==> src/rtl/craft_pkg.sv <==
// rtl/craft_pkg.sv - CRAFT cipher constants, FSM encoding and nibble-wise helpers
package craft_pkg;

  localparam int ROUNDS = 32;

  typedef enum logic [1:0] {
    ST_IDLE,
    ST_RUN,
    ST_DONE
  } state_t;

  localparam logic [3:0] SBOX [16] = '{
    4'hC, 4'hA, 4'hD, 4'h3, 4'hE, 4'hB, 4'hF, 4'h7,
    4'h8, 4'h9, 4'h1, 4'h5, 4'h0, 4'h2, 4'h4, 4'h6
  };

  localparam logic [3:0] PERM [16] = '{
    4'd15, 4'd12, 4'd13, 4'd14, 4'd10, 4'd9, 4'd8, 4'd11,
    4'd6,  4'd5,  4'd4,  4'd7,  4'd1,  4'd2, 4'd3, 4'd0
  };

  // Upper nibble is the 4-bit LFSR value, lower nibble the 3-bit one (bit 3 always 0).
  localparam logic [7:0] RC_TABLE [32] = '{
    8'h11, 8'h84, 8'h42, 8'h25, 8'h96, 8'hC7, 8'h63, 8'hB1,
    8'h54, 8'hA2, 8'hD5, 8'hE6, 8'hF7, 8'h73, 8'h31, 8'h14,
    8'h82, 8'h45, 8'h26, 8'h97, 8'hC3, 8'h61, 8'hB4, 8'h52,
    8'hA5, 8'hD6, 8'hE7, 8'hF3, 8'h71, 8'h34, 8'h12, 8'h85
  };

  function automatic logic [63:0] sb64(input logic [63:0] s);
    logic [63:0] r;
    r = '0;
    for (int j = 0; j < 16; j++) begin
      r[4*j +: 4] = SBOX[s[4*j +: 4]];
    end
    return r;
  endfunction

  // Nibble 0 sits at bits [63:60]; new[j] = old[PERM[j]].
  function automatic logic [63:0] pn64(input logic [63:0] s);
    logic [63:0] r;
    r = '0;
    for (int j = 0; j < 16; j++) begin
      r[63-4*j -: 4] = s[63-4*int'(PERM[j]) -: 4];
    end
    return r;
  endfunction

  function automatic logic [63:0] mc64(input logic [63:0] s);
    logic [63:0] r;
    r = s;
    r[63:48] = s[63:48] ^ s[31:16] ^ s[15:0];
    r[47:32] = s[47:32] ^ s[15:0];
    return r;
  endfunction

endpackage

==> src/rtl/craft_inv_round.sv <==
// rtl/craft_inv_round.sv - one combinational CRAFT inverse round (SB, PN, ATK, ARC, MC)
module craft_inv_round
  import craft_pkg::*;
(
  input  logic [63:0] s,
  input  logic [63:0] tk,
  input  logic [7:0]  rc,
  input  logic        first,
  output logic [63:0] s_next
);

  logic [63:0] w_perm;
  logic [63:0] w_keyed;

  // The final encryption round has no SB/PN, so its inverse skips them.
  assign w_perm  = first ? s : pn64(sb64(s));
  assign w_keyed = w_perm ^ tk ^ {16'h0, rc, 40'h0};
  assign s_next  = mc64(w_keyed);

endmodule

==> src/rtl/craft_key_schedule.sv <==
// rtl/craft_key_schedule.sv - CRAFT tweakey selection TK[r mod 4] from key and tweak
module craft_key_schedule (
  input  logic [127:0] key,
  input  logic [63:0]  tweak,
  input  logic [4:0]   r,
  output logic [63:0]  tk
);

  localparam logic [3:0] QPERM [16] = '{
    4'd12, 4'd10, 4'd15, 4'd5, 4'd14, 4'd8, 4'd9, 4'd2,
    4'd11, 4'd3,  4'd7,  4'd4, 4'd6,  4'd0, 4'd1, 4'd13
  };

  logic [63:0] w_tq;
  logic [1:0]  w_sel;

  assign w_sel = 2'(r % 5'd4);

  always_comb begin
    w_tq = '0;
    for (int j = 0; j < 16; j++) begin
      w_tq[63-4*j -: 4] = tweak[63-4*int'(QPERM[j]) -: 4];
    end
  end

  always_comb begin
    tk = '0;
    unique case (w_sel)
      2'd0: tk = key[127:64] ^ tweak;
      2'd1: tk = key[63:0]   ^ tweak;
      2'd2: tk = key[127:64] ^ w_tq;
      2'd3: tk = key[63:0]   ^ w_tq;
      default: tk = '0;
    endcase
  end

endmodule

==> src/rtl/craft_decrypt_core.sv <==
// rtl/craft_decrypt_core.sv - iterative CRAFT-64/128 decryption, one inverse round per cycle
module craft_decrypt_core
  import craft_pkg::*;
#(
  parameter int ROUNDS = craft_pkg::ROUNDS
) (
  input  logic         clk,
  input  logic         rst,
  input  logic         in_valid,
  output logic         in_ready,
  input  logic [63:0]  ct,
  input  logic [127:0] key,
  input  logic [63:0]  tweak,
  output logic         out_valid,
  input  logic         out_ready,
  output logic [63:0]  pt
);

  state_t       r_state;
  state_t       w_next;
  logic [63:0]  r_s;
  logic [127:0] r_key;
  logic [63:0]  r_tweak;
  logic [4:0]   r_k;
  logic [63:0]  r_pt;
  logic [4:0]   w_i;
  logic         w_last;
  logic [63:0]  w_tk;
  logic [63:0]  w_s_next;

  // Inverse step k undoes encryption round i = ROUNDS-1-k.
  assign w_i    = 5'(ROUNDS - 1) - r_k;
  assign w_last = (r_k == 5'(ROUNDS - 1));

  craft_key_schedule u_ks (
    .key   (r_key),
    .tweak (r_tweak),
    .r     (w_i),
    .tk    (w_tk)
  );

  craft_inv_round u_round (
    .s      (r_s),
    .tk     (w_tk),
    .rc     (RC_TABLE[w_i]),
    .first  (r_k == 5'd0),
    .s_next (w_s_next)
  );

  always_ff @(posedge clk) begin
    if (rst) begin
      r_state <= ST_IDLE;
    end else begin
      r_state <= w_next;
    end
  end

  always_comb begin
    w_next = r_state;
    case (r_state)
      ST_IDLE: if (in_valid)  w_next = ST_RUN;
      ST_RUN:  if (w_last)    w_next = ST_DONE;
      ST_DONE: if (out_ready) w_next = ST_IDLE;
      default: w_next = ST_IDLE;
    endcase
  end

  always_comb begin
    in_ready  = 1'b0;
    out_valid = 1'b0;
    case (r_state)
      ST_IDLE: in_ready  = 1'b1;
      ST_DONE: out_valid = 1'b1;
      default: ;
    endcase
  end

  // Key and tweak are captured once so later input changes cannot disturb a job.
  always_ff @(posedge clk) begin
    if (rst) begin
      r_s     <= '0;
      r_key   <= '0;
      r_tweak <= '0;
      r_k     <= '0;
      r_pt    <= '0;
    end else begin
      case (r_state)
        ST_IDLE: begin
          if (in_valid) begin
            r_s     <= ct;
            r_key   <= key;
            r_tweak <= tweak;
            r_k     <= '0;
          end
        end
        ST_RUN: begin
          r_s <= w_s_next;
          r_k <= r_k + 5'd1;
          if (w_last) r_pt <= w_s_next;
        end
        default: ;
      endcase
    end
  end

  assign pt = r_pt;

endmodule

==> config.mk <==
export PLATFORM = sky130hd
export DESIGN_NAME = craft_decrypt_core
export DESIGN_NICKNAME = d
export VERILOG_FILES = /design/src/rtl/craft_pkg.sv /design/src/rtl/craft_inv_round.sv /design/src/rtl/craft_key_schedule.sv /design/src/rtl/craft_decrypt_core.sv
export SDC_FILE = /design/constraint.sdc
export NUM_CORES = 1
export LEC_CHECK = 0
export CAP_MARGIN = 20
export CORE_ASPECT_RATIO = 0.5
export CORE_MARGIN = 2
export CORE_UTILIZATION = 45
export CTS_BUF_LIST = sky130_fd_sc_hd__clkbuf_4 sky130_fd_sc_hd__clkbuf_8
export CTS_CLUSTER_DIAMETER = 120
export DETAILED_ROUTE_END_ITERATION = 6
export PLACE_DENSITY = 0.68
export SYNTH_ARGS = -nofsm -noshare
export SYNTH_HDL_FRONTEND = slang
export SYNTH_SLANG_ARGS = --single-unit
==> constraint.sdc <==
create_clock -name clk -period 3.4 [get_ports clk]
set_clock_uncertainty 0.05 [all_clocks]
set_input_delay 0.34 -clock clk [delete_from_list [all_inputs] [get_ports clk]]
set_output_delay 0.34 -clock clk [all_outputs]
set_load 0.005 [all_outputs]
==> results.sh, run 1 <==
export IMPL_path_class="reg -> reg"
export IMPL_vias=17700
export IMPL_wirelength_microns=67900
export IMPL_floorplan_die_width_microns=286
export IMPL_drcViolationCount=0
export IMPL_die_h_microns=145
export IMPL_overflow=0
export IMPL_cts_resized_gates=0
export IMPL_cts_tree="built"
export IMPL_portBuffers=325
export IMPL_arrival_ps=3640
export IMPL_max_clock_path_buffers=3
export IMPL_leakagePower_uw=0.00837
export IMPL_drtIter0Drc=1896
export IMPL_synth_largest_area_cell="dfxtp_1"
export IMPL_wl_per_cell_microns=22.0
export IMPL_syn_nets=2504
export IMPL_cp_required_ps=3800
export IMPL_ir_worst_vdd_uv=294
export IMPL_worst_slack_ps=162
export IMPL_finalHoldViolCount=0
export IMPL_tns_ps=0
export IMPL_post_place_ws_ps=175
export IMPL_dieArea_sq_um=41500
export IMPL_status="complete, no violations"
export IMPL_final_max_slew_viol_count=0
export IMPL_core_area_sq_um=39100
export IMPL_antenna_cells=0
export IMPL_cts_hold_buf=0
export IMPL_antenna_found_initial=0
export IMPL_clk_latency_ps=610
export IMPL_yosys_warnings=0
export IMPL_grt_use_total_pct=31.7
export IMPL_start_kind="flip-flop"
export IMPL_place_gp_congestion=0.960
export IMPL_path_clk_slew_ps=70
export IMPL_drive_gt1_share_pct=9.88
export IMPL_async_flop_share_pct=0
export IMPL_start_util_pct=45.8
export IMPL_grt_pass1_vias=16500
export IMPL_clock_sinks=327
export IMPL_synth_top_cell_area_share_pct=36.6
export IMPL_critPathCaptureType="flip-flop"
export IMPL_synthTopCellsByArea="dfxtp_1 37%, nand2_1 11%, a21oi_1 9.1%, mux2i_1 6.0%, xnor2_1 4.9%"
export IMPL_ant_nets=0
export IMPL_cts_buffers=47
export IMPL_cts_setup_buffers=0
export IMPL_synth_enable_flop_cells=0
export IMPL_rsz0062_at_grt="no"
export IMPL_rows=51
export IMPL_power_per_cell_area_nw_per_um2=516
export IMPL_area_growth_syn_to_layout_pct=28.5
export IMPL_clock_fmax_mhz=309
export IMPL_setup_viol=0
export IMPL_netlist_area_sq_um=17900
export IMPL_min_period_over_period_pct=95.2
export IMPL_synth_distinct_cells=57
export IMPL_r2r_slack_ps=160
export IMPL_synth_avg_cell_area_sq_um=8.01
export IMPL_critPathMaxFanout=9
export IMPL_cts_root_buffer="clkbuf_8"
export IMPL_fin_crit_ps=3240
export IMPL_ys_seq_area_share_pct=36.6
export IMPL_firstDrtPassIters=6
export IMPL_final_nets=2793
export IMPL_vias_per_cell=5.72
export IMPL_grt_pass1_wl_microns=101000
export IMPL_fillers=3628
export IMPL_synth_top_flop_cell="dfxtp_1"
export IMPL_place_hpwl_microns=50700
export IMPL_ios=326
export IMPL_syn_inst=2235
export IMPL_grt_max_degree=151
export IMPL_tightest_slew_ps=1040
export IMPL_max_slew_margin_pct=30.7
export IMPL_hold_path_class="in -> reg"
export IMPL_cap_viol_max_count=0
export IMPL_cts_htree_levels=2
export IMPL_ys_ff_latch=327
==> routing by layer <==
layer / vias to the layer above / wire length, microns / global-route usage (%)
li1: 8386 / - / -
met1: 8387 / 30100 / 45.5
met2: 793 / 28500 / 45.6
met3: 123 / 7350 / 9.50
met4: 0 / 1950 / 9.03
met5: - / 0 / 0
==> final timing paths <==
path         cells after the start    endpoint       from
min                              2  r_state[1]        rst
min reg2reg                      2   r_key[54]  r_key[54]
max reg2reg                     10      pt[58]     r_k[0]
max                             10      pt[58]     r_k[0]
==> cells in the final DEF, fill, tap and decap left out, types with 15 or more instances in the layout <==
cell type and n:
a221oi_1 64, o21ai_0 46, nand2_1 504, xnor2_1 100, o22ai_1 64, o21ai_1 16
clkbuf_4 17, dfxtp_1 327, a22oi_1 57, xnor3_1 20, clkbuf_8 59, xor2_1 51
o221ai_1 15, a211oi_1 25, buf_4 79, nor2_1 98, o221a_2 26, maj3_1 15
inv_1 69, mux2i_1 107, clkdlybuf4s50_1 324, a21oi_1 324, nand2b_1 16
==> worst max-delay path, stage by stage (launching register included) <==
cell      delay, ps
dfxtp_1         310
inv_1           210
ha_1            390
nor2b_2         420
buf_4           250
a221oi_1         90
o22ai_1         520
xnor2_1         220
xnor3_1         440
nor2_1          130
nor3_2           60
==> area by class of cell <==
type | count | area, sq um | area share (%)
inverters | 70 | 263 | 1.14
multi-input cells | 1662 | 10400 | 45.2
repair buffers | 416 | 4090 | 17.8
well taps | 530 | 663 | 2.88
clock inverters | 9 | 101 | 0.441
flip-flops and latches | 327 | 6550 | 28.5
clock buffers | 76 | 940 | 4.09
==> where the power goes <==
part	leakage, uW	total [uW]	switching, uW	internal (uW)
Clock	0.000555	3520	1610	1900
Sequential	0.00268	4510	413	4100
Combinational	0.00514	3830	2010	1810
==> Yosys cell counts (4+ instances only) <==
cell type,instances
buf_2,31
or3_1,4
a22oi_1,57
o221a_2,26
o221ai_1,15
clkbuf_1,124
buf_6,5
buf_1,8
ha_1,9
nand2b_1,16
xnor2_1,101
or3b_2,9
xnor2_2,6
buf_4,8
o22ai_1,66
mux2i_1,107
a211oi_1,25
a221oi_1,65
o22ai_2,4
dfxtp_1,327
nand3_1,5
o21ai_0,46
o21ai_2,4
nor2_1,101
nor3_1,12
nand3b_1,5
xnor3_1,20
and2_1,6
xor2_1,51
a21oi_1,324
maj3_1,15
inv_1,69
nand2_1,505
nor2b_1,5
a22o_1,10
o21ai_1,16
==> metrics by stage <==
| step | total power [uW] | hold WS [ps] | std cells | util [%] | area (sq um) |
|---|---|---|---|---|---|
| global placement | 8280 | 392 | 3005 | 56.1 | 21900 |
| global route | 12300 | 99.0 | 3090 | 58.9 | 23000 |
| CTS | 11800 | 71.6 | 3090 | 58.8 | 23000 |
| finish | 11900 | 97.8 | 3090 | 58.9 | 23000 |
| floorplan | 6810 | 386 | 2235 | - | 17900 |
| detailed placement | 8310 | 398 | 3005 | 56.1 | 21900 |
==> cells by family after synthesis <==
family                   share of synthesized area (%)
AO/OA/AOI/OAI                                     23.6
XOR/XNOR                                          10.8
adder cells (fa/ha/maj)                           1.47
buffers and inverters                             5.76
flip-flops                                        36.6
multiplexers                                      6.30
AND/OR/NAND/NOR                                   15.4
==> state kept, by name, indices dropped and copies added, names as in the netlist <==
name / cells
r_s: 64
r_state: 2
pt: 64
r_tweak: 64
r_k: 5
r_key: 128
(Power assumes the default switching activity.)
==> run 2, diff against run 1 <==
--- a/config.mk
+++ b/config.mk
@@ -11,8 +11,9 @@
 export CORE_UTILIZATION = 45
 export CTS_BUF_LIST = sky130_fd_sc_hd__clkbuf_4 sky130_fd_sc_hd__clkbuf_8
 export CTS_CLUSTER_DIAMETER = 120
+export CTS_CLUSTER_SIZE = 28
 export DETAILED_ROUTE_END_ITERATION = 6
-export PLACE_DENSITY = 0.68
+export PLACE_DENSITY = 0.8
 export SYNTH_ARGS = -nofsm -noshare
 export SYNTH_HDL_FRONTEND = slang
 export SYNTH_SLANG_ARGS = --single-unit
==> run 2 against run 1 <==
  * Hold slack better by 49 ps
  * Design area decreased by 2.4%
  * Core utilization fell by 1.4 points
  * Global-route usage down 0.65 points
  * Largest power group unchanged
==> results.sh, run 2 (synthesized netlist as in run 1, its figures left out) <==
export IMPL_status="complete, no violations"
export IMPL_grt_use_total_pct=31.1
export IMPL_cp_required_ps=3820
export IMPL_core_area_sq_um=39100
export IMPL_path_buf_inv=3
export IMPL_grt_pass1_wl_microns=100000
export IMPL_finalHoldViolCount=0
export IMPL_setup_viol=0
export IMPL_clock_fmax_mhz=307
export IMPL_crit_chain="inv_2 -> ha_2 -> buf_12 -> mux2i_1 -> xor2_1 -> a221oi_1 -> buf_4 -> xnor2_1 -> xnor3_1 -> nand2_1 -> a21oi_1"
export IMPL_min_period_over_period_pct=95.7
export IMPL_critPathMaxFanout=20
export IMPL_power_per_cell_area_nw_per_um2=449
export IMPL_layout_commonest_cell="nand2_1"
export IMPL_cts_root_buffer="clkbuf_8"
export IMPL_path_clk_slew_ps=170
export IMPL_max_clock_path_buffers=3
export IMPL_drive_gt1_share_pct=8.39
export IMPL_cts_tree="built"
export IMPL_final_nets=2783
export IMPL_ant_nets=0
export IMPL_post_place_ws_ps=82.4
export IMPL_mostFrequentLayoutCells="504 x nand2_1, 327 x dfxtp_1, 324 x a21oi_1, 324 x clkdlybuf4s50_1, 107 x mux2i_1"
export IMPL_wirelength_microns=67100
export IMPL_vias_per_cell=5.91
export IMPL_place_hpwl_microns=50700
export IMPL_critPathCaptureType="flip-flop"
export IMPL_cp_top_family="XOR/XNOR gates"
export IMPL_cp_slowest_cell="dfxtp_1"
export IMPL_clock_sinks=327
export IMPL_path_class="reg -> reg"
export IMPL_rsz0062_at_grt="no"
export IMPL_start_util_pct=45.8
export IMPL_grt_max_degree=128
export IMPL_r2r_slack_ps=150
export IMPL_ir_worst_vdd_uv=237
export IMPL_ios=326
export IMPL_portBuffers=325
export IMPL_vias=18000
export IMPL_tightest_slew_ps=1050
export IMPL_arrival_ps=3670
export IMPL_top_register="r_key"
export IMPL_grt_pass1_vias=16700
export IMPL_place_gp_congestion=0.976
export IMPL_fin_crit_ps=3250
export IMPL_antenna_found_initial=0
export IMPL_clk_latency_ps=620
export IMPL_cap_viol_max_count=0
export IMPL_wl_per_cell_microns=22.0
export IMPL_max_stage_delay_ps=610
export IMPL_overflow=0
export IMPL_final_max_slew_viol_count=0
export IMPL_floorplan_die_width_microns=286
export IMPL_cts_htree_levels=1
export IMPL_firstDrtPassIters=6
export IMPL_tns_ps=0
export IMPL_die_h_microns=145
export IMPL_dieArea_sq_um=41500
export IMPL_antenna_cells=0
export IMPL_utilization_pct=57.4
export IMPL_leakagePower_uw=0.00806
export IMPL_drcViolationCount=0
export IMPL_worst_slack_ps=147
export IMPL_cts_setup_buffers=0
export IMPL_hold_path_class="in -> reg"
export IMPL_cts_buffers=15
export IMPL_start_kind="flip-flop"
export IMPL_largest_reg_flops=128
export IMPL_rows=51
export IMPL_drtIter0Drc=2601
export IMPL_fillers=3533
export IMPL_max_slew_margin_pct=29.9
export IMPL_area_growth_syn_to_layout_pct=25.4
[run 2: changes by cell type in the layout (fill, tap and decap cells not counted), sizes merged]
cell	change
buf	+22
clkbuf	-61
clkinv	-5
bufinv	-2
[run 2: per-layer routing]
metal | part of all wire [%] | GRT usage, % | up-vias
met2 | 44 | 47.2 | 914
met1 | 41 | 43.6 | 8617
met5 | 0 | 0 | -
met4 | 3.4 | 10.1 | 0
li1 | - | - | 8343
met3 | 11 | 6.87 | 131
[run 2: worst register-to-register path: stages (launching register included)]
cell	delay, ps
dfxtp_1	610
inv_2	160
ha_2	250
buf_12	180
mux2i_1	150
xor2_1	170
a221oi_1	490
buf_4	230
xnor2_1	170
xnor3_1	480
nand2_1	100
a21oi_1	70
[run 2: area by class of cell]
class	count	area (sq um)	share of cell area (%)
Clock buffer	15	206	0.920
Tap cell	530	663	2.96
Multi-Input combinational cell	1662	10400	46.4
Sequential cell	327	6550	29.2
Clock inverter	2	18.8	0.0837
Inverter	70	263	1.17
Timing Repair Buffer	438	4320	19.3
[run 2: metrics by stage]
step           total power (uW)  hold WS, ps  cell area [sq um]  std cells
5_1_grt                   10400          185              22400       3044
4_1_cts                    9960          142              22400       3044
3_5_place_dp               8360          397              22200       3027
3_3_place_gp               8320          394              22200       3027
2_1_floorplan              6810          386              17900       2235
6_report                  10100          147              22400       3044
[run 2: path summary, 6_finish.rpt]
path	to	start	cells after the start
worst min register to register	r_key[45]	r_key[45]	2
worst max-delay path	pt[41]	r_k[1]	11
worst max register to register	pt[41]	r_k[1]	11
worst min-delay path	r_s[35]	rst	2
[run 2: where the power goes]
part	switching (uW)	internal [uW]	total (uW)
logic	1990	1910	3900
registers	422	4100	4520
clock network	1220	419	1640
[run 2: repair_timing]
| item | 4_1_cts | 5_1_grt |
|---|---|---|
| endpoints found under the setup margin | 0 | 21 |
| resized for setup | 0 | 9 |
| hold buffers | 0 | 0 |
==> run 3, diff against run 2 <==
--- a/config.mk
+++ b/config.mk
@@ -10,7 +10,7 @@
 export CORE_MARGIN = 2
 export CORE_UTILIZATION = 45
 export CTS_BUF_LIST = sky130_fd_sc_hd__clkbuf_4 sky130_fd_sc_hd__clkbuf_8
-export CTS_CLUSTER_DIAMETER = 120
+export CTS_CLUSTER_DIAMETER = 50
 export CTS_CLUSTER_SIZE = 28
 export DETAILED_ROUTE_END_ITERATION = 6
 export PLACE_DENSITY = 0.8
==> run 3 against run 2 <==
  * The flow now finishes with violations (DRC)
  * Design area rose by 1.8%
  * Sequential share of layout area is 0.51 points lower
  * Core utilization is 1.0 points higher
  * Sequential power is essentially flat
  * Largest power group unchanged
  * Power grew 9.5%
  * Global-route usage increased by 0.15 points
  * Critical path depth unchanged
  * Register-to-register slack worse by 30 ps
  * Clock power grew 59%
  * Critical endpoint is now r_s[60]
  * Combinational power about the same
  * Count of clock-buffer cells in the layout up 10
==> results.sh, run 3 (synthesized netlist as in run 1, its figures left out) <==
export IMPL_tightest_slew_ps=1060
export IMPL_cts_buffers=24
export IMPL_overflow=0
export IMPL_largest_reg_flops=128
export IMPL_cp_endpoint="r_s[60]"
export IMPL_ir_worst_vdd_uv=277
export IMPL_clock_sinks=327
export IMPL_antenna_cells=0
export IMPL_cp_required_ps=3880
export IMPL_drive_gt1_share_pct=9.25
export IMPL_cts_root_buffer="clkbuf_8"
export IMPL_arrival_ps=3770
export IMPL_antenna_found_initial=0
export IMPL_met3_length_microns=7870
export IMPL_worst_slack_ps=118
export IMPL_leakagePower_uw=0.00824
export IMPL_start_kind="flip-flop"
export IMPL_r2r_start="r_k[1]"
export IMPL_vias=18200
export IMPL_wl_per_cell_microns=22.0
export IMPL_wirelength_microns=67500
export IMPL_cap_viol_max_count=0
export IMPL_swShare_pct=37.6
export IMPL_dieArea_sq_um=41500
export IMPL_finalPower_uw=11000
export IMPL_wl_met2_microns=29600
export IMPL_grt_use_total_pct=31.2
export IMPL_violations="DRC"
export IMPL_cts_tree="built"
export IMPL_power_frac_clock_pct=23.6
export IMPL_die_h_microns=145
export IMPL_firstDrtPassIters=7
export IMPL_status="finished, violations left"
export IMPL_vias_per_cell=5.92
export IMPL_drtIter0Drc=2671
export IMPL_cts_htree_levels=1
export IMPL_start_util_pct=45.8
export IMPL_power_per_cell_area_nw_per_um2=483
export IMPL_worst_r2r_cell_count=11
export IMPL_fin_crit_ps=3280
export IMPL_top_register="r_key"
export IMPL_tns_ps=0
export IMPL_ios=326
export IMPL_place_hpwl_microns=50700
export IMPL_drcViolationCount=1
export IMPL_highest_layer="met4"
export IMPL_seqPwrFrac_pct=41.0
export IMPL_final_max_slew_viol_count=0
export IMPL_clk_latency_ps=660
export IMPL_critPathCaptureType="flip-flop"
export IMPL_rows=51
export IMPL_ant_nets=0
export IMPL_clock_fmax_mhz=305
export IMPL_post_place_ws_ps=82.4
export IMPL_mostFrequentLayoutCells="504 x nand2_1, 327 x dfxtp_1, 324 x a21oi_1, 324 x clkdlybuf4s50_1, 107 x mux2i_1"
export IMPL_area_growth_syn_to_layout_pct=27.6
export IMPL_r2r_end="r_s[60]"
export IMPL_place_gp_congestion=0.976
export IMPL_grt_pass1_wl_microns=101000
export IMPL_r2r_slack_ps=120
export IMPL_core_area_sq_um=39100
export IMPL_max_clock_path_buffers=3
export IMPL_p_int_uw=6880
export IMPL_setup_viol=0
export IMPL_p_switching_uw=4150
export IMPL_finalHoldViolCount=0
export IMPL_min_period_over_period_pct=96.5
export IMPL_max_slew_margin_pct=29.4
export IMPL_cts_hold_buf=0
export IMPL_stdcell_area_sq_um=22800
export IMPL_floorplan_die_width_microns=286
export IMPL_portBuffers=325
export IMPL_wl_met1_microns=27700
export IMPL_grt_max_degree=128
export IMPL_final_nets=2792
export IMPL_rsz0062_at_grt="no"
export IMPL_dpl_instance_area_sq_um=22200
export IMPL_hold_path_class="in -> reg"
export IMPL_layout_commonest_cell="nand2_1"
export IMPL_whs_ps=90.6
export IMPL_path_class="reg -> reg"
export IMPL_combPwrFrac_pct=35.4
export IMPL_cp_startpoint="r_k[1]"
export IMPL_grt_pass1_vias=16700
export IMPL_critPathMaxFanout=12
export IMPL_path_clk_slew_ps=150
[run 3: worst min-delay path by stage]
stage	from	depth (start not counted)	to	slack [ps]
detailed placement	pt[4]	2	pt[4]	400
global route	rst	2	r_s[38]	130
CTS	rst	2	r_s[28]	80
floorplan	r_key[11]	2	r_key[11]	390
global placement	r_key[59]	2	r_key[59]	390
finish	rst	2	r_s[28]	90
[run 3: power groups by stage]
stage	clock network (uW)	registers, uW	logic [uW]
6_report	2600	4520	3900
5_1_grt	2730	4540	4100
4_1_cts	2590	4490	3810
3_5_place_dp	0	4580	3780
3_3_place_gp	0	4570	3750
2_1_floorplan	0	4420	2390
[run 3: timing repair]
item | CTS | global route
setup buffers | 0 | 0
setup endpoints to repair | 0 | 11
gates resized for setup | 0 | 6
endpoints found under the hold margin | 0 | 0
[run 3: layer usage]
layer | vias to the layer above | track usage [%]
li1 | 8377 | -
met1 | 8655 | 43.9
met2 | 986 | 47.6
met4 | 0 | 9.29
met3 | 158 | 7.04
met5 | - | 0
[run 3: stage by stage]
stage	utilization, %	std cells
6_report	58.5	3071
3_3_place_gp	56.7	3027
4_1_cts	58.3	3071
5_1_grt	58.5	3071
3_5_place_dp	56.7	3027
2_1_floorplan	-	2235
[run 3: layout make-up]
class | count | area (sq um)
Sequential cell | 327 | 6550
Clock inverter | 19 | 298
Inverter | 70 | 263
Multi-Input combinational cell | 1662 | 10400
Fill cell | 3459 | 16200
Timing Repair Buffer | 438 | 4320
Clock buffer | 25 | 338
Tap cell | 530 | 663
[run 3: critical path, stage by stage (launching register included)]
cell,delay [ps]
dfxtp_1,580
inv_1,250
ha_1,300
buf_4,230
mux2i_1,150
xnor2_1,370
mux2i_1,150
buf_4,170
xnor2_1,420
xnor3_1,330
nand2_1,100
a21oi_1,70
